## src/rtl/roll_controller.sv

```systemverilog
// Key-driven roll sequencer: debounces the count key, gates the counter while held,
// reduces the captured snapshot modulo RANGE bit-serially, then holds the display.
module roll_controller #(
  parameter int DEBOUNCE_CYCLES = 1_000_000,
  parameter int SHOW_CYCLES     = 250_000_000,
  parameter int RANGE           = 100
) (
  input  logic        clk,
  input  logic        reset,
  input  logic        key_count,
  input  logic [31:0] counter_value,
  output logic        counter_enable,
  output logic [6:0]  count_value,
  output logic        display_enable,
  output logic        busy,
  output logic        roll_done
);

  localparam int DB_W = $clog2(DEBOUNCE_CYCLES + 1);
  localparam int TM_W = $clog2(SHOW_CYCLES + 1);
  localparam logic [7:0]      RANGE_B = 8'(RANGE);
  localparam logic [DB_W-1:0] DB_LAST = DB_W'(DEBOUNCE_CYCLES - 1);
  localparam logic [TM_W-1:0] TM_LOAD = TM_W'(SHOW_CYCLES - 1);

  typedef enum logic [1:0] {IDLE, ROLLING, REDUCE, SHOW} state_e;

  state_e            state_q, state_d;
  logic              key_meta_q, key_meta_d;
  logic              key_sync_q, key_sync_d;
  logic              key_db_q, key_db_d;
  logic [DB_W-1:0]   db_cnt_q, db_cnt_d;
  logic [31:0]       snap_q, snap_d;
  logic [7:0]        rem_q, rem_d;
  logic [4:0]        idx_q, idx_d;
  logic [6:0]        count_q, count_d;
  logic [TM_W-1:0]   hold_q, hold_d;

  logic [7:0]        rem_sh, rem_nx;
  logic              last_bit;

  // Synchronizer and debounce: key_db follows key_sync only after a full run of disagreement.
  always_comb begin
    key_meta_d = key_count;
    key_sync_d = key_meta_q;
    key_db_d   = key_db_q;
    db_cnt_d   = '0;
    if (key_sync_q != key_db_q) begin
      if (db_cnt_q == DB_LAST) key_db_d = key_sync_q;
      else                     db_cnt_d = db_cnt_q + DB_W'(1);
    end
  end

  assign last_bit = (state_q == REDUCE) && (idx_q == 5'd31);

  // Restoring step: rem stays below RANGE (<=127), so the shifted value fits 8 bits
  // and one conditional subtract keeps it reduced.
  assign rem_sh = {rem_q[6:0], snap_q[31]};
  assign rem_nx = (rem_sh >= RANGE_B) ? (rem_sh - RANGE_B) : rem_sh;

  // State register
  always_ff @(posedge clk or posedge reset) begin
    if (reset) state_q <= IDLE;
    else       state_q <= state_d;
  end

  // Next state
  always_comb begin
    state_d = state_q;
    case (state_q)
      IDLE:    if (key_db_q) state_d = ROLLING;
      ROLLING: if (!key_db_q) state_d = REDUCE;
      REDUCE:  if (last_bit) state_d = key_db_q ? ROLLING : SHOW;
      SHOW: begin
        if (key_db_q)            state_d = ROLLING;
        else if (hold_q == '0)   state_d = IDLE;
      end
      default: state_d = IDLE;
    endcase
  end

  // Outputs
  always_comb begin
    counter_enable = (state_q == ROLLING);
    busy           = (state_q == REDUCE);
    display_enable = (state_q == SHOW);
    roll_done      = last_bit;
    count_value    = count_q;
  end

  // Datapath: snapshot, serial reduction, result latch and display hold timer
  always_comb begin
    snap_d  = snap_q;
    rem_d   = rem_q;
    idx_d   = idx_q;
    count_d = count_q;
    hold_d  = hold_q;
    case (state_q)
      ROLLING: begin
        if (!key_db_q) begin
          snap_d = counter_value;
          rem_d  = '0;
          idx_d  = '0;
        end
      end
      REDUCE: begin
        snap_d = {snap_q[30:0], 1'b0};
        rem_d  = rem_nx;
        idx_d  = idx_q + 5'd1;
        if (last_bit) begin
          count_d = rem_nx[6:0];
          if (!key_db_q) hold_d = TM_LOAD;
        end
      end
      SHOW: begin
        if (hold_q != '0) hold_d = hold_q - TM_W'(1);
      end
      default: ;
    endcase
  end

  always_ff @(posedge clk or posedge reset) begin
    if (reset) begin
      key_meta_q <= 1'b0;
      key_sync_q <= 1'b0;
      key_db_q   <= 1'b0;
      db_cnt_q   <= '0;
      snap_q     <= '0;
      rem_q      <= '0;
      idx_q      <= '0;
      count_q    <= '0;
      hold_q     <= '0;
    end else begin
      key_meta_q <= key_meta_d;
      key_sync_q <= key_sync_d;
      key_db_q   <= key_db_d;
      db_cnt_q   <= db_cnt_d;
      snap_q     <= snap_d;
      rem_q      <= rem_d;
      idx_q      <= idx_d;
      count_q    <= count_d;
      hold_q     <= hold_d;
    end
  end

endmodule

```

## config.mk

```make
export PLATFORM = sky130hd
export DESIGN_NAME = roll_controller
export DESIGN_NICKNAME = d
export VERILOG_FILES = /design/src/rtl/roll_controller.sv
export SDC_FILE = /design/constraint.sdc
export NUM_CORES = 1
export LEC_CHECK = 0
export CAP_MARGIN = 20
export CELL_PAD_IN_SITES_DETAIL_PLACEMENT = 0
export CELL_PAD_IN_SITES_GLOBAL_PLACEMENT = 1
export CORE_AREA = 2 2 110 112
export CTS_BUF_LIST = sky130_fd_sc_hd__clkbuf_16
export DETAILED_ROUTE_END_ITERATION = 8
export DIE_AREA = 0 0 112 114
export PLACE_DENSITY = 0.85
export SYNTH_ARGS = -nofsm -noshare
export SYNTH_HDL_FRONTEND = slang
export SYNTH_SLANG_ARGS = --single-unit
```

## constraint.sdc

```tcl
create_clock -name clk -period 3.4 [get_ports clk]
set_input_delay 0.34 -clock clk [delete_from_list [all_inputs] [get_ports clk]]
set_output_delay 0.34 -clock clk [all_outputs]
set_load 0.02 [all_outputs]
```

# Word level (Yosys, flattened, before mapping)
# Index checks and enable logic that the tools add are counted.
[op_classes] addsub=4 n_lt_le_gt_ge=1 n_eq_ne=12 mux=20 n_reduce_logical=11
[op_table] op="28-bit 2-to-1 mux" count=3
[op_table] op="32-bit one-hot mux with 2 select lines" count=1
[op_table] op="28-bit one-hot mux with 2 select lines" count=1
[op_table] op="20-bit 2-to-1 mux" count=2
[op_table] op="32-bit 2-to-1 mux" count=1
[op_table] op="28-bit zero test" count=1
[op_table] op="28-bit nonzero test" count=1
[op_table] op="28-bit by 1-bit subtractor with 28-bit output, second input constant" count=1
[op_table] op="20-bit by 1-bit adder with 20-bit output, second input constant" count=1
[op_table] op="20-bit equality test, second input constant" count=1
[op_table] op="7-bit 2-to-1 mux" count=2
[op_table] op="7-bit one-hot mux with 2 select lines" count=1
[op_table] op="2-bit 2-to-1 mux" count=6
[op_table] op="5-bit one-hot mux with 2 select lines" count=1
[op_table] op="8-bit by 7-bit >= comparator with 1-bit output, second input constant" count=1
[op_table] op="2-bit one-hot mux with 4 select lines" count=1
[op_table] op="4-bit AND reduction" count=2
[op_table] op="7-bit subtractor, second input constant" count=1
[op_table] op="2-bit != test, second input constant" count=3
[op_table] op="2-bit AND reduction" count=3
[op_table] op="5-bit by 1-bit adder with 5-bit output, second input constant" count=1
[op_table] op="5-bit equality test, second input constant" count=1
[op_table] op="5-bit 2-to-1 mux" count=1
[op_table] op="2-bit equality test, second input constant" count=2
[op_table] op="other kinds (7)" count=9
[totals] regBits=104 inputBits=35 output_inout_bits=11

# Logic depth before layout (Yosys ltp)
[logic_depth] depth_word=4 depth_mapped=8 ltp_nobuf=7

# Worst setup path after synthesis
# Ideal clock, no wire load.
[synth_timing] path_kind="register -> register" startpoint="register hold_q[3]" endpoint="register hold_q[17]" setup_ps=69 arrival_time_ps=2239 path_slack_ps=1091 path_stages_with_launch=7 n_path_buf=1 period_less_slack_ps=2309 cell_sequence="dfrtp_1 or4_1 buf_2 nor4_4 nand4_1 or4b_1 nand3_1"
[synth_between] elab_chain_len=3 elab_cells_between_ends=6
[synth_lines] item="from (decl)" line="36" source="logic [TM_W-1:0] hold_q, hold_d;"
[synth_lines] item="from (signal assigned)" line="141" source="hold_q <= hold_d;"
[synth_lines] item="28-bit by 1-bit subtractor with 28-bit output / 28-bit nonzero test (equally long branches)" line="115" source="if (hold_q != '0) hold_d = hold_q - TM_W'(1);"
[synth_lines] item="28-bit 2-to-1 mux / 2-bit by 1-bit != test with 1-bit output (equally long branches)"
[synth_lines] item="28-bit one-hot mux with 2 select lines / 4-bit AND reduction (equally long branches)"
# Parallel ways exist; a longest one is shown, timed or not. The select of a mux whose other input is x is not followed.
# A chain may end at the register's enable or synchronous reset.

# Worst setup path in the final report
[layout_timing] startpoint="register state_q[0]" endpoint="output port roll_done"
[layout_between] elab_chain_len=2
[layout_lines] item="from (decl)" line="27" source="state_e state_q, state_d;"
[layout_lines] item="from (signal assigned)" line="63" source="else state_q <= state_d;"
[layout_lines] item="2-bit equality test" line="53" source="assign last_bit = (state_q == REDUCE) && (idx_q == 5'd31);"
[layout_lines] item="1-bit logical AND" line="53"
[layout_lines] item="to (decl)" line="16" source="output logic roll_done"
# Every way passes these cells.

==> flow_summary_export.csv <==
group,metric,value,unit
logic_synthesis,synthArstFlopShare,1.00,
sta,worst_pin_slew,0.977,ns
cts,cts-root-to-sink-buffers,2,
placement,portBuffers,45,
logic_synthesis,ys.flop_type,"dfrtp_1",
logic_synthesis,synth_edf_count,0,
route,drc,0,
cts,cts.htree.levels,3,
logic_synthesis,syn_nets,550,
setup_path,critPathLaunchType,"flop",
route,routed_via_density,5.48,
logic_synthesis,syn_inst,508,
power_and_ir_drop,leakage,2.88,nW
layout,fin_cells,699,
layout,syn_to_final_growth,18.2,%
layout,nets,589,
sta,finClkSkew,0.0111,ns
logic_synthesis,yosys-top-cells-area,"dfrtp_1 51%, mux2i_1 6.9%, o21ai_0 5.6%",
floorplanning,std_cell_rows,40,
grt,grt_pass1_vias,3833,
sta,min_period,2.79,ns
sta,tns,0,ns
setup_path,crit_type,"flop to output port",
cts,clk_pin_slew,0.07,ns
setup_path,worst-path-buf-inv,3,
cts,cts_setup_buffers,0,
placement,dp_slack,0.821,ns
layout,antenna_cells,0,
cts,clk_latency,0.34,ns
worst_hold_path,min_path_type,"flop to flop",
setup_path,cp-end-kind,"output port",
sta,holdWs,0.374,ns
floorplanning,die_h,114,µm
logic_synthesis,avgSynthCellArea,9.97,µm²
logic_synthesis,synth_top_area_share,0.514,
sta,fin_crit_sh,0.822,
floorplanning,core_area,11700,µm²
cts,cts_root_buffer,"clkbuf_16",
cts,cts_resized,0,
sta,slew_violations,0,
sta,rsz0062_at_grt,"false",
setup_path,crit_arrival,2.45,ns
logic_synthesis,synth_top_area_cell,"dfrtp_1",
grt,grt_max_degree,105,
logic_synthesis,synth_warnings,0,
route,dr.pass1.iters,4,
power_and_ir_drop,p_per_area,397,nW/µm²
layout,drive_gt1_frac,0.0725,
setup_path,cpMaxStageDelayCell,"clkdlybuf4s50_1",
setup_path,cp_top_family,"buffers and inverters",
grt,antenna_found_initial,0,
grt,grt_pass1_wl,17900,µm
placement,gp_congestion,0.796,
run,maxCapViolCount,0,
floorplanning,initial_core_util,0.432,
route,drt_iter0_markers,166,
placement,dp_hpwl,6780,µm
sta,final.setup.worst_slack,0.606,ns
sta,finalSetupViolCount,0,
sta,hold_viol,0,
route,antenna_left,0,
setup_path,path_max_fanout,16,
floorplanning,io_pins,46,
logic_synthesis,syn-cell-area,5060,µm²
grt,grt_overflow,0,
route,wl_per_cell,14.5,µm
placement,dp.cells,683,
run_status,status,"complete, no violations",
setup_path,slowest_delay,0.63,ns
placement,dpl_cell_area,5680,µm²
logic_synthesis,ys_ff_latch,104,
logic_synthesis,synth.most_common_cell,"dfrtp_1",
floorplanning,fp.dieW,112,µm
logic_synthesis,synth_commonest_cells,"104 x dfrtp_1, 60 x nand2_1, 57 x o21ai_0",
logic_synthesis,synthDistinctLibCells,52,
route,routed_wl,10200,µm
sta,fmax,358,MHz
cts,cts_tree,"built",
power_and_ir_drop,worst_ir_drop_vdd,172,µV
cts,clkSinkCount,104,
sta,max_slew_margin,0.346,
setup_path,path_cells,"nand2b_2 > inv_2 > nand2_1 > inv_1 > clkdlybuf4s50_1",
floorplanning,dieArea,12800,µm²
grt,grtUsageTotal,0.170,
route,num_vias,3832,
logic_synthesis,ys_seq_area_frac,0.514,
setup_path,cp_data_required_time,3.06,ns
cts,ctsHoldBuffers,0,
cts,cts_made_buffers,9,
layout,design_area,5980,µm²
metrics by stage:
step / utilization / power, mW
after global placement: 0.485 / 1.35
final: 0.511 / 2.37
after global routing: 0.511 / 2.48
after CTS: 0.511 / 2.40
after detailed placement: 0.485 / 1.36
after floorplan: - / 1.30
logic make-up after synthesis:
family | Yosys count | synth area share
xor gates and xnor gates | 25 | 0.0432
and+or+nand+nor | 203 | 0.213
buffers and inverters | 36 | 0.0269
DFF | 104 | 0.514
AOI/OAI and AO/OA | 95 | 0.109
adders and majority gates | 7 | 0.0173
muxes | 38 | 0.0759
area by class of cell:
cell class | instances | area, µm²
clock inverters | 7 | 78.8
fillers | 1086 | 5730
multi-input cells | 368 | 2340
inverters | 14 | 55.1
clock buffers | 9 | 225
flip-flops and latches | 104 | 2600
well taps | 147 | 184
repair buffers | 50 | 500
metal layers:
metal / GRT usage / routed length [µm] / vias up
met1: 0.228 / 4920 / 1877
met3: 0.0436 / 358 / 6
li1: - / - / 1893
met5: 0 / 0 / -
met4: 0.0480 / 78 / 0
met2: 0.278 / 4800 / 56
power by group:
part	internal [mW]	total [mW]	switching (mW)
sequential	1.24	1.24	0.00350
combinational	0.0457	0.0852	0.0395
clock	0.577	1.05	0.468
total	1.86	2.37	0.511
flip-flops by register name, summed over array words and instances, names as in the netlist:
name         cells
snap_q          32
hold_q          28
db_cnt_q        20
count_value      7
rem_q            7
idx_q            5
state_q          2
key_db_q         1
key_meta_q       1
key_sync_q       1
cells in the final DEF, fill, tap and decap left out, types with 5 or more instances in the layout:
master / n
clkbuf_16: 9
nor4_1: 5
or4_1: 9
nand4_1: 13
and3_1: 6
nor2_1: 36
clkdlybuf4s50_1: 45
xnor2_1: 5
ha_1: 7
mux2i_1: 35
o31ai_1: 6
o21ai_1: 5
o21ai_0: 57
nand3_1: 26
nand2_1: 60
dfrtp_1: 104
inv_1: 12
a21oi_1: 11
nor3_1: 6
or3_1: 11
xor2_1: 20
final timing paths:
kind / endpoint / cells after the start / slack (ns) / startpoint
max: roll_done / 5 / 0.61 / state_q[0]$_DFFE_PP0P_
max in group asynchronous: rem_q[5]$_DFFE_PP0P_ / 3 / 2.51 / reset
min in group asynchronous: snap_q[23]$_DFFE_PP0P_ / 3 / 0.48 / reset
min reg2reg: key_sync_q$_DFF_PP0_ / 0 / 0.37 / key_meta_q$_DFF_PP0_
min: key_sync_q$_DFF_PP0_ / 0 / 0.37 / key_meta_q$_DFF_PP0_
max reg2reg: hold_q[1]$_DFFE_PP0P_ / 7 / 0.78 / hold_q[0]$_DFFE_PP0P_
(Power assumes the default switching activity.)
